### src/rtl/cpu_control_sequencer.sv
// cpu_control_sequencer: multi-cycle fetch/decode/exec/mem/wb control FSM that owns the PC
// Ports: clk/rst (async, active-high); imem handshake o_imem_req/o_imem_addr/i_imem_ack/o_ir_load;
//   decoder fields i_ldst/i_snl/i_halt/i_en/i_branch/i_set_flags/i_imm plus i_cond_true;
//   dmem handshake o_dmem_req/o_dmem_we/i_dmem_ack; strobes o_reg_we/o_flags_we;
//   status o_halted/o_state/o_retired.
// Optional feature: define CTRL_PERF_CNT_EN to build the retired-instruction counter.
module cpu_control_sequencer #(
  parameter int PC_WIDTH = 16,
  parameter logic [PC_WIDTH-1:0] RESET_PC = '0
) (
  input  logic                clk,
  input  logic                rst,
  output logic                o_imem_req,
  output logic [PC_WIDTH-1:0] o_imem_addr,
  input  logic                i_imem_ack,
  output logic                o_ir_load,
  input  logic                i_ldst,
  input  logic                i_snl,
  input  logic                i_halt,
  input  logic                i_en,
  input  logic                i_branch,
  input  logic                i_cond_true,
  input  logic                i_set_flags,
  input  logic [15:0]         i_imm,
  output logic                o_dmem_req,
  output logic                o_dmem_we,
  input  logic                i_dmem_ack,
  output logic                o_reg_we,
  output logic                o_flags_we,
  output logic                o_halted,
  output logic [2:0]          o_state,
  output logic [31:0]         o_retired
);
  typedef enum logic [2:0] {
    S_FETCH  = 3'd0,
    S_DECODE = 3'd1,
    S_EXEC   = 3'd2,
    S_MEM    = 3'd3,
    S_WB     = 3'd4,
    S_HALT   = 3'd5
  } state_t;
  state_t              r_state;
  logic [PC_WIDTH-1:0] r_pc;
  logic [PC_WIDTH-1:0] w_pc_inc;
  logic [PC_WIDTH-1:0] w_pc_br;
  logic                w_to_fetch;
  assign w_pc_inc = r_pc + PC_WIDTH'(1);
  assign w_pc_br  = r_pc + PC_WIDTH'($signed(i_imm));
  // Requests are masked by rst so an in-flight handshake drops the moment reset asserts.
  assign o_imem_req  = (r_state == S_FETCH) & ~rst;
  assign o_ir_load   = o_imem_req & i_imem_ack;
  assign o_dmem_req  = (r_state == S_MEM) & ~rst;
  assign o_dmem_we   = o_dmem_req & i_snl;
  assign o_reg_we    = r_state == S_WB;
  assign o_flags_we  = (r_state == S_EXEC) & i_set_flags & i_en & ~i_ldst & ~i_branch;
  assign o_halted    = r_state == S_HALT;
  assign o_state     = r_state;
  assign o_imem_addr = r_pc;
  // Instruction completes: NOP/branch out of EXEC, acked store out of MEM, or WB.
  assign w_to_fetch = ((r_state == S_EXEC) & (~i_en | i_branch)) |
                      ((r_state == S_MEM) & i_dmem_ack & i_snl) |
                      (r_state == S_WB);
  always_ff @(posedge clk or posedge rst) begin
    if (rst) begin
      r_state <= S_FETCH;
      r_pc    <= RESET_PC;
    end else begin
      case (r_state)
        S_FETCH:  if (i_imem_ack) r_state <= S_DECODE;
        S_DECODE: r_state <= i_halt ? S_HALT : S_EXEC;
        S_EXEC: begin
          if (!i_en) begin
            r_pc    <= w_pc_inc;
            r_state <= S_FETCH;
          end else if (i_branch) begin
            r_pc    <= i_cond_true ? w_pc_br : w_pc_inc;
            r_state <= S_FETCH;
          end else begin
            r_state <= i_ldst ? S_MEM : S_WB;
          end
        end
        S_MEM: begin
          if (i_dmem_ack && i_snl) begin
            r_pc    <= w_pc_inc;
            r_state <= S_FETCH;
          end else if (i_dmem_ack) begin
            r_state <= S_WB;
          end
        end
        S_WB: begin
          r_pc    <= w_pc_inc;
          r_state <= S_FETCH;
        end
        S_HALT:  r_state <= S_HALT;
        default: r_state <= S_FETCH;
      endcase
    end
  end
`ifdef CTRL_PERF_CNT_EN
  logic [31:0] r_retired;
  always_ff @(posedge clk or posedge rst) begin
    if (rst) r_retired <= '0;
    else if (w_to_fetch) r_retired <= r_retired + 32'd1;
  end
  assign o_retired = r_retired;
`else
  logic w_unused;
  assign w_unused  = w_to_fetch;
  assign o_retired = 32'd0;
`endif
endmodule

### config.mk
export PLATFORM = sky130hd
export DESIGN_NAME = cpu_control_sequencer
export DESIGN_NICKNAME = d
export VERILOG_FILES = /design/src/rtl/cpu_control_sequencer.sv
export SDC_FILE = /design/constraint.sdc
export NUM_CORES = 1
export LEC_CHECK = 0
export ABC_AREA = 1
export CAP_MARGIN = 40
export CORE_ASPECT_RATIO = 1.75
export CORE_MARGIN = 3
export CORE_UTILIZATION = 55
export CTS_BUF_LIST = sky130_fd_sc_hd__clkbuf_4
export DETAILED_ROUTE_END_ITERATION = 8
export DONT_BUFFER_PORTS = 1
export GPL_TIMING_DRIVEN = 0
export PLACE_DENSITY = 0.7
export REMOVE_ABC_BUFFERS = 1
export SLEW_MARGIN = 20
export SYNTH_ARGS = -nofsm -noshare
export SYNTH_HDL_FRONTEND = slang
export SYNTH_SLANG_ARGS = --single-unit
### constraint.sdc
create_clock -name clk -period 3 [get_ports clk]
set_input_delay 0.6 -clock clk [delete_from_list [all_inputs] [get_ports clk]]
set_output_delay 0.6 -clock clk [all_outputs]
set_load 0.03 [all_outputs]
---- Yosys cells after proc, flatten, opt, wreduce, memory -nomap -nowiden ----
Cells that the tools add are included.
storage, ports and cells
  register bits ........................... 19
  input port bits ......................... 27
  output and inout port bits .............. 58
cells by class
  add/sub/neg operators ................... 2
  equal/unequal tests ..................... 9
  mux-type cells .......................... 13
  bitwise logic cells ..................... 11
  reduce and logical (&&, ||, !) cells .... 5
operators with widths
  operator                 count
  $mux W16                 4
  $pmux W16 S3             1
  $mux W3                  7
  $add A16 B1 Y16 const B  1
  $add A16 B16 Y16         1
  $pmux W3 S5              1
  $and A1 B1 Y1            8
  $eq A3 B2 Y1 const B     2
  $eq A3 B3 Y1 const B     2
  $eq A3 B1 Y1 const B     1
  $logic_not A3 Y1         1
  $ne A3 B2 Y1 const B     1
  $ne A3 B3 Y1 const B     1
  $not A1 Y1               3
  $reduce_and A3 Y1        1
  $reduce_bool A3 Y1       1
  $ne A2 B1 Y1 const B     1
  $ne A2 B2 Y1 const B     1
  $reduce_and A2 Y1        1
  $logic_and A1 B1 Y1      1

---- Longest topological paths before layout ----
Gate-level depths: netlist (run 1).
  depth after elaboration ................. 5
  gate-level depth with buffers ........... 13
  gate-level depth less buffers ........... 13

---- Worst setup path after synthesis (run 1) ----
No wires, ideal clock.
  path type ............................... flip-flop to output port
  from .................................... register r_state[1] (netlist: o_state[1])
  to ...................................... output o_flags_we
  arrival ................................. 1.654 ns
  data required time ...................... 2.400 ns
  setup slack ............................. 0.746 ns
  cell stages (with the launch flop) ...... 5
  path buffers ............................ 0
  cell sequence ........................... dfrtp_1 -> inv_1 -> nor2_2 -> nand3_1 -> nor3b_1
between the ends
  cells in the longest elaborated chain, start to end .. 5
RTL lines
  element                     RTL line  RTL
  start, declared             42        state_t r_state;
  start signal, assigned      70        S_DECODE: r_state <= i_halt ? S_HALT : S_EXEC;
  start signal, assigned      79        r_state <= i_ldst ? S_MEM : S_WB;
  $eq A3 B2 Y1                55        assign o_flags_we = (r_state == S_EXEC) & i_set_flags & i_en & ~i_ldst & ~i_branch;
  $and A1 B1 Y1 (4 in a row)  55
  end, declared               29        output logic o_flags_we,
Every way passes these cells.

---- Worst setup path in the final report (run 1) ----
  from .................................... register r_state[2] (netlist: o_state[2])
  to ...................................... output o_imem_req
between the ends
  cells in the longest elaborated chain, start to end .. 2
RTL lines
  element           RTL line  RTL
  $logic_not A3 Y1  50        assign o_imem_req = (r_state == S_FETCH) & ~rst;
  $and A1 B1 Y1     50
  end, declared     13        output logic o_imem_req,
Every way passes these cells.

==> results.cfg, run 1 <==
[grt]
grt_max_degree = 21
grt_first_pass_wirelength_microns = 11130
track_usage = 0.2467
antenna_found_initial = 0
grt_pass1_vias = 2576
overflow = 0

[worst_setup_path]
max_stage_delay_ns = 0.58
crit_path_top_delay_cell = dfrtp_1
ff2ff_setup_slack_ns = 0.61
cp_num_cells = 3
worstPathMaxFanout = 7
worst_r2r_path_depth = 12
startpoint_type = flop
required_ns = 2.40
path_buf_inv = 1
crit_arrival_ns = 1.80
critical_path_class = flop to output pin
endpoint_kind = output pin
path_cells = nor3_1, inv_1, nor2_1
cpLargestDelayFamily = simple AND/OR/NAND/NOR gates

[outcome]
outcome = complete, no violations

[yosys]
ys_warn_count = 0
synth_edf_count = 0
ys_seq_area_frac = 0.1831
ys_top_cells_by_count = nand2_1, inv_1, nand3_1, nor2_1, buf_4
avgSynthCellArea_sq_um = 6.094
synth_area_sq_um = 2596
synth-async-reset-ratio = 1.000
synthCells = 426
yosysTopAreaCell = dfrtp_1
synth_top_area_share = 0.1831
synthTopCellsByArea = dfrtp_1, nand2_1, buf_4
ys.flop_type = dfrtp_1
yosys_register_bits = 19
yosys.cell_count.top_type = nand2_1
synth.distinct_cells = 36

[pwr]
peakVddDrop_mv = 0.7168
power_mw = 2.561
p_leak_nw = 1.444
power_density_nw_per_um2 = 1007

[sta]
maxSlewHeadroom = 0.5625
maxSlewViolCount = 0
max_freq_mhz = 417.5
period_share = 0.7984
rsz0062_at_grt = no
setup-violations-final = 0
finalHoldViolCount = 0
period_minus_slack_ns = 2.395
finClkSkew_ns = 0.007081
worst_slew_pin_slew_ns = 0.6538
fin_setup_tns_ns = 0

[final_layout]
multi_input_area_sq_um = 1708
seqCellArea_sq_um = 475.5
fill_cells = 484
drive_above_1_share = 0.05374
final_nets = 473
insertedDiodeCount = 0
syn_to_final_growth_pct = -2.024

[cts]
ctsLongestPathBuffers = 2
cts_tree = done
ctsHoldBuffers = 0
clock_sinks = 19
clock_latency_ns = 0.31
path_clk_slew_ns = 0.12
cts_buffers = 3
post-cts-setup-buffer-count = 0
htreeDepth = 1
postCtsResizedCells = 0
root_buffer = clkbuf_4

[drt]
wl_per_cell_microns = 13.78
drcViolationCount = 0
ant_nets = 0
viasPerCell = 5.397
vias = 2585
drtIter0Drc = 122
wirelength_microns = 6601
first_pass_iters = 5

[floorplan]
fp.dieH_microns = 96.89
rows = 32
die_w_microns = 57.94
die_area_sq_um = 5613
start_util = 0.5790
io_pins = 85
core-area_sq_um = 4484

[run]
drv_cap = 0

[placed_design]
portBuffers = 0
dp.final_hpwl_microns = 5440
gp_congestion = 0.9371

[worst_hold_path]
hold_path.class = input port to asynchronous set/reset pin
[routing by layer]
metal | up-vias | routed length [microns] | track usage
met5 | - | 0 | 0
met1 | 1170 | 2388 | 0.2635
met4 | 0 | 157 | 0.08571
met2 | 93 | 3591 | 0.4617
met3 | 13 | 464 | 0.04272
li1 | 1309 | - | -
[stage by stage]
step | setup WS (ns) | cells | cell area (sq um) | hold WS (ns) | util
3_3_place_gp | 0.3072 | 471 | 2484 | 0.6792 | 0.5539
6_report | 0.6049 | 479 | 2544 | 0.1542 | 0.5672
2_1_floorplan | 0.7464 | 420 | 2420 | 0.5566 | -
5_1_grt | 0.4481 | 479 | 2544 | 0.1615 | 0.5672
4_1_cts | 0.2990 | 477 | 2521 | 0.3422 | 0.5622
3_5_place_dp | 0.3087 | 473 | 2494 | 0.6843 | 0.5561
[placed cells by master, fill, tap and decap left out, drive strengths merged]
master | netlist | routed
o22ai | 1 | 1
clkinv | 1 | 2
xor2 | 5 | 5
clkbuf | 0 | 3
a32oi | 1 | 1
nor4 | 2 | 2
o21ai | 19 | 19
and3 | 1 | 1
ha | 16 | 16
fa | 1 | 1
o211ai | 2 | 2
buf | 37 | 4
or2 | 3 | 3
nor2 | 40 | 40
inv | 62 | 62
a21oi | 22 | 22
conb | 1 | 32
nand3 | 44 | 44
xnor2 | 4 | 4
dfrtp | 19 | 19
nor3 | 7 | 7
nand3b | 1 | 1
nand4 | 8 | 8
nand2 | 126 | 126
nor3b | 3 | 3
[path summary, 6_finish.rpt]
check	startpoint	end
max in group asynchronous	rst	o_imem_addr[5]$_DFFE_PP0P_
min reg2reg	o_imem_addr[14]$_DFFE_PP0P_	o_imem_addr[14]$_DFFE_PP0P_
min	rst	o_imem_addr[4]$_DFFE_PP0P_
min in group clk	i_dmem_ack	o_state[1]$_DFFE_PP0P_
max	o_state[2]$_DFFE_PP0P_	o_imem_req
max reg2reg	o_imem_addr[0]$_DFFE_PP0P_	o_imem_addr[14]$_DFFE_PP0P_
[flip-flops by register name (all words and copies together), names as in the netlist]
register,count
o_imem_addr,16
o_state,3
[cell type report]
type / instances / area share
clock inverter: 1 / 0.001968
timing repair buffer: 4 / 0.01279
sequential: 19 / 0.1869
clock buffer: 3 / 0.008854
tap: 51 / 0.02509
inverter: 63 / 0.09297
multi-input combinational: 338 / 0.6714
[cells by family (layout without fill, tap and decap cells)]
logic type               count (synthesis)  in the layout  synth area share
AO/OA/AOI/OAI                           45             45           0.09783
other                                    1             32          0.001444
XOR/XNOR                                 9              9           0.03036
buffers and inverters                  100             71            0.2039
adder cells (fa/ha/maj)                 17             17           0.08482
flip-flops                              19             19            0.1831
AND/OR/NAND/NOR                        235            235            0.3986
[power breakdown]
group / internal (mW) / leakage [nW] / switching (mW)
Sequential: 0.366 / 0.227 / 0.445
Combinational: 0.549 / 1.20 / 1.06
Clock: 0.0499 / 0.0177 / 0.0892
No activity file was read; power rests on OpenSTA's default activity.
==> run 2: changes to the inputs <==
--- a/config.mk
+++ b/config.mk
@@ -14,7 +14,7 @@
 export DETAILED_ROUTE_END_ITERATION = 8
 export DONT_BUFFER_PORTS = 1
 export GPL_TIMING_DRIVEN = 0
-export PLACE_DENSITY = 0.7
+export PLACE_DENSITY = 0.73
 export REMOVE_ABC_BUFFERS = 1
 export SLEW_MARGIN = 20
 export SYNTH_ARGS = -nofsm -noshare
==> constraint.sdc (replaced) <==
create_clock -name clk -period 2.1 [get_ports clk]
set_input_delay 0.42 -clock clk [delete_from_list [all_inputs] [get_ports clk]]
set_output_delay 0.42 -clock clk [all_outputs]
set_load 0.03 [all_outputs]
==> results.cfg, run 2 (same netlist as run 1, synthesis figures left out) <==
[final_layout]
drive_above_1_share = 0.1595
layout_commonest_cell = nand2_1
fill_cells = 440
final_nets = 484
largest_register_ffs = 16
syn_to_final_growth_pct = 8.386
final_cell_mix = nand2_1, inv_1, nand3_1
multi_input_area_sq_um = 1863
seqCellArea_sq_um = 496.7
final_area_sq_um = 2814
insertedDiodeCount = 0

[worst_setup_path]
critical_path_class = flop to flop
startpoint_type = flop
reg2reg_from = o_imem_addr[0]$_DFFE_PP0P_
ff2ff_setup_slack_ns = 0.07
crit_arrival_ns = 2.25
max_stage_delay_ns = 0.54
endpoint_kind = flop
cpLargestDelayFamily = adder cells
r2r_end = o_imem_addr[4]$_DFFE_PP0P_
worst_r2r_path_depth = 9
path_cells = ha_4, fa_2, nand3_1, nand3_2, buf_4, xnor2_1, nand2_1, a21oi_1, a21oi_2
crit_path_top_delay_cell = dfrtp_2
path_buf_inv = 1
worstPathMaxFanout = 6
required_ns = 2.32

[cts]
htreeDepth = 1
clock_latency_ns = 0.32
cts_tree = done
cts_buffers = 3
root_buffer = clkbuf_4
path_clk_slew_ns = 0.13
clock_sinks = 19
ctsLongestPathBuffers = 2

[sta]
max_freq_mhz = 493.2
period_share = 0.9655
fin_setup_tns_ns = 0
fin_ws_ns = 0.07249
period_minus_slack_ns = 2.028
finalHoldViolCount = 0
maxSlewHeadroom = 0.5629
rsz0062_at_grt = yes
setup-violations-final = 0
hold_slack_ns = 0.2718
finClkSkew_ns = 0.008548
worst_slew_pin_slew_ns = 0.6532
maxSlewViolCount = 0

[pwr]
swShare = 0.5998
p_comb_frac = 0.647
internal-power_mw = 1.627
pwr-share-seq = 0.301
switching_power_mw = 2.439
clkPwrFrac = 0.052
peakVddDrop_mv = 1.011
p_leak_nw = 1.476
power_density_nw_per_um2 = 1445

[floorplan]
die_w_microns = 57.94
io_pins = 85
die_area_sq_um = 5613
rows = 32
start_util = 0.5790
core-area_sq_um = 4484
fp.dieH_microns = 96.89

[drt]
drcViolationCount = 0
first_pass_iters = 4
ant_nets = 0
viasPerCell = 5.412
vias = 2652
drtIter0Drc = 97
wirelength_microns = 6964
wl_per_cell_microns = 14.21

[grt]
grt_max_degree = 21
grt_pass1_vias = 2581
grt_util_met3 = 0.04139
met2_usage = 0.4495
grtUsageMet1 = 0.2590
grt_first_pass_wirelength_microns = 11100
track_usage = 0.2503
antenna_found_initial = 0
top_usage_layer = met2
overflow = 0

[worst_hold_path]
holdPathEnd = o_state[1]$_DFFE_PP0P_
whs_path_depth = 2
hold_path.class = input port to flop
hp-start = i_dmem_ack

[placed_design]
dp.final_hpwl_microns = 5357
post_dp_cell_area_sq_um = 2494
portBuffers = 0
post-place-ws_ns = -0.5704
gp_congestion = 0.9507

[run]
drv_cap = 0

[outcome]
outcome = complete, no violations
==> run 2: cell types whose count changed in the layout (fill, tap and decap cells not counted), moves of 3 or more <==
cell	delta
nor2_4	+3
ha_1	-8
dfrtp_1	-17
nand3_2	+3
a21oi_2	+3
buf_4	+11
nand3_1	-3
a21oi_1	-3
dfrtp_2	+17
ha_4	+7
==> run 2: per-layer routing <==
| metal | up-vias | wire (microns) |
|---|---|---|
| met4 | 0 | 292 |
| met3 | 29 | 434 |
| met2 | 118 | 3751 |
| met1 | 1175 | 2485 |
| li1 | 1330 | - |
| met5 | - | 0 |
==> run 2: layout make-up <==
class / count / area share
clock buffer: 3 / 0.008004
clock inverter: 1 / 0.002668
inverter: 63 / 0.08626
multi-input combinational: 339 / 0.6621
sequential: 19 / 0.1765
tap: 51 / 0.02268
timing repair buffer: 14 / 0.04180
==> run 2: timing repair <==
action	4_1_cts	5_1_grt
resized for setup	13	34
setup buffers	5	4
endpoints found under the hold margin	0	7
pin swaps	1	2
setup endpoints to repair	20	19
hold buffers	0	2
gates cloned	1	0
==> run 2: worst max path at each step <==
stage                                     startpoint                          end  slack (ns)  cells after the start
final                     o_imem_addr[0]$_DFFE_PP0P_   o_imem_addr[4]$_DFFE_PP0P_        0.07                      9
after global routing      o_imem_addr[0]$_DFFE_PP0P_   o_imem_addr[8]$_DFFE_PP0P_       -0.03                     11
after CTS                 o_imem_addr[0]$_DFFE_PP0P_  o_imem_addr[14]$_DFFE_PP0P_       0.007                     12
after detailed placement      o_state[0]$_DFFE_PP0P_  o_imem_addr[11]$_DFFE_PP0P_       -0.57                     10
after global placement        o_state[0]$_DFFE_PP0P_  o_imem_addr[11]$_DFFE_PP0P_       -0.57                     10
after floorplan               o_state[0]$_DFFE_PP0P_  o_imem_addr[11]$_DFFE_PP0P_       -0.04                     10
==> run 2: per-stage QoR <==
step / utilization / cells / total power, mW
finish: 0.6275 / 490 / 4.066
CTS: 0.5795 / 483 / 3.789
floorplan: - / 420 / 2.905
global route: 0.6275 / 490 / 4.475
detailed placement: 0.5561 / 473 / 3.413
global placement: 0.5539 / 471 / 3.383
==> run 2: power by group through the flow <==
stage	combinational, mW	clock, mW	sequential, mW
global route	2.98	0.235	1.26
global placement	2.22	0	1.16
CTS	2.41	0.212	1.17
detailed placement	2.25	0	1.17
finish	2.63	0.212	1.22
floorplan	1.84	0	1.06
==> run 3: changes to the inputs <==
--- a/config.mk
+++ b/config.mk
@@ -7,7 +7,6 @@
 export LEC_CHECK = 0
 export ABC_AREA = 1
 export CAP_MARGIN = 40
-export CORE_ASPECT_RATIO = 1.75
 export CORE_MARGIN = 3
 export CORE_UTILIZATION = 55
 export CTS_BUF_LIST = sky130_fd_sc_hd__clkbuf_4
==> results.cfg, run 3 (same netlist as run 1, synthesis figures left out) <==
[outcome]
outcome = complete, no violations

[cts]
ctsLongestPathBuffers = 2
clock_sinks = 19
root_buffer = clkbuf_4
cts_buffers = 3
htreeDepth = 1
clock_latency_ns = 0.31
cts_tree = done
path_clk_slew_ns = 0.13

[sta]
fin_ws_ns = 0.06369
period_share = 0.9697
finalHoldViolCount = 0
maxSlewViolCount = 0
worst_slew_pin_slew_ns = 0.6519
period_minus_slack_ns = 2.036
rsz0062_at_grt = yes
fin_setup_tns_ns = 0
maxSlewHeadroom = 0.5638
finClkSkew_ns = 0.002387
max_freq_mhz = 491.1
hold_slack_ns = 0.2853
setup-violations-final = 0

[grt]
grt_first_pass_wirelength_microns = 10620
grtUsageMet1 = 0.3212
grt_pass1_vias = 2295
top_usage_layer = met2
grt_max_degree = 18
antenna_found_initial = 0
met2_usage = 0.4293
track_usage = 0.2465
overflow = 0
grt_util_met3 = 0.03471

[placed_design]
gp_congestion = 0.9172
dp.final_hpwl_microns = 5249
post_dp_cell_area_sq_um = 2510
portBuffers = 0
post-place-ws_ns = -0.6172
dp_cells = 475

[floorplan]
die_area_sq_um = 5581
io_pins = 85
die_w_microns = 74.71
fp.dieH_microns = 74.71
rows = 24
start_util = 0.5842
core-area_sq_um = 4444

[pwr]
power_mw = 3.919
p_leak_nw = 1.461
power_density_nw_per_um2 = 1441
peakVddDrop_mv = 1.026

[worst_setup_path]
path_cells = inv_1, nor2_4, nand2_2, nor3b_2, buf_4
crit_path_start = o_state[1]$_DFFE_PP0P_
endpoint_kind = output pin
worst_r2r_path_depth = 8
max_stage_delay_ns = 0.51
worstPathMaxFanout = 5
crit_path_top_delay_cell = dfrtp_2
reg2reg_from = o_imem_addr[13]$_DFFE_PP0P_
crit_arrival_ns = 1.62
required_ns = 1.68
critical_path_class = flop to output pin
startpoint_type = flop

[final_layout]
fill_cells = 447
largest_register_ffs = 16
final_cell_mix = nand2_1, inv_1, nand3_1
finalNonFillerCells = 487
syn_to_final_growth_pct = 4.771
layout_commonest_cell = nand2_1
final_nets = 480
drive_above_1_share = 0.1448
final_area_sq_um = 2720
insertedDiodeCount = 0
fin_util = 0.6121

[worst_hold_path]
hp-start = i_dmem_ack
hold_path.class = input port to flop
whs_path_depth = 2

[drt]
wirelength_microns = 6856
drtIter0Drc = 145
drcViolationCount = 0
viasPerCell = 5.306
vias = 2584
wl_per_cell_microns = 14.08
first_pass_iters = 4
ant_nets = 0

[run]
drv_cap = 0
run 3: cell types whose count changed in the layout (fill, tap and decap cells not counted), sizes merged:
cell and change:
buf -4, clkinv +1, clkinvlp -1
run 3: what timing repair did:
item	CTS	global route
gates resized for setup	14	28
pin swaps	1	3
endpoints found under the hold margin	8	0
endpoints found under the setup margin	20	16
setup buffers	2	3
gates cloned	1	0
hold buffers	2	0
run 3: layout make-up:
type / count / area [sq um] / share of cell area
Timing Repair Buffer: 10 / 87.58 / 0.03220
Tap cell: 52 / 65.06 / 0.02392
Clock buffer: 3 / 22.52 / 0.008280
Sequential cell: 19 / 495.5 / 0.1822
Multi-Input combinational cell: 339 / 1804 / 0.6633
Inverter: 63 / 240.2 / 0.08832
Clock inverter: 1 / 5.005 / 0.001840
run 3: worst paths after layout:
kind / end / slack (ns)
min in group asynchronous: o_state[0]$_DFFE_PP0P_ / 0.56
max in group asynchronous: o_imem_addr[11]$_DFFE_PP0P_ / 0.63
worst min register to register: o_imem_addr[0]$_DFFE_PP0P_ / 0.70
worst min-delay path: o_state[1]$_DFFE_PP0P_ / 0.29
worst max register to register: o_imem_addr[14]$_DFFE_PP0P_ / 0.11
worst max-delay path: o_dmem_we / 0.06
run 3: critical path, delay by kind of cell, from the launching register on:
family / cells / cell delay (ns)
DFF: 1 / 0.51
and+or+nand+nor: 3 / 0.48
buffers and inverters: 2 / 0.30
run 3: per-layer routing:
| layer | up-vias | part of all wire |
|---|---|---|
| li1 | 1318 | - |
| met1 | 1168 | 0.43 |
| met2 | 93 | 0.49 |
| met3 | 5 | 0.072 |
| met4 | 0 | 0.0070 |
| met5 | - | 0 |
run 3: report_power, final:
part,internal (mW),switching [mW]
Sequential,0.553,0.653
Combinational,0.887,1.62
Clock,0.0712,0.134
Total,1.51,2.41
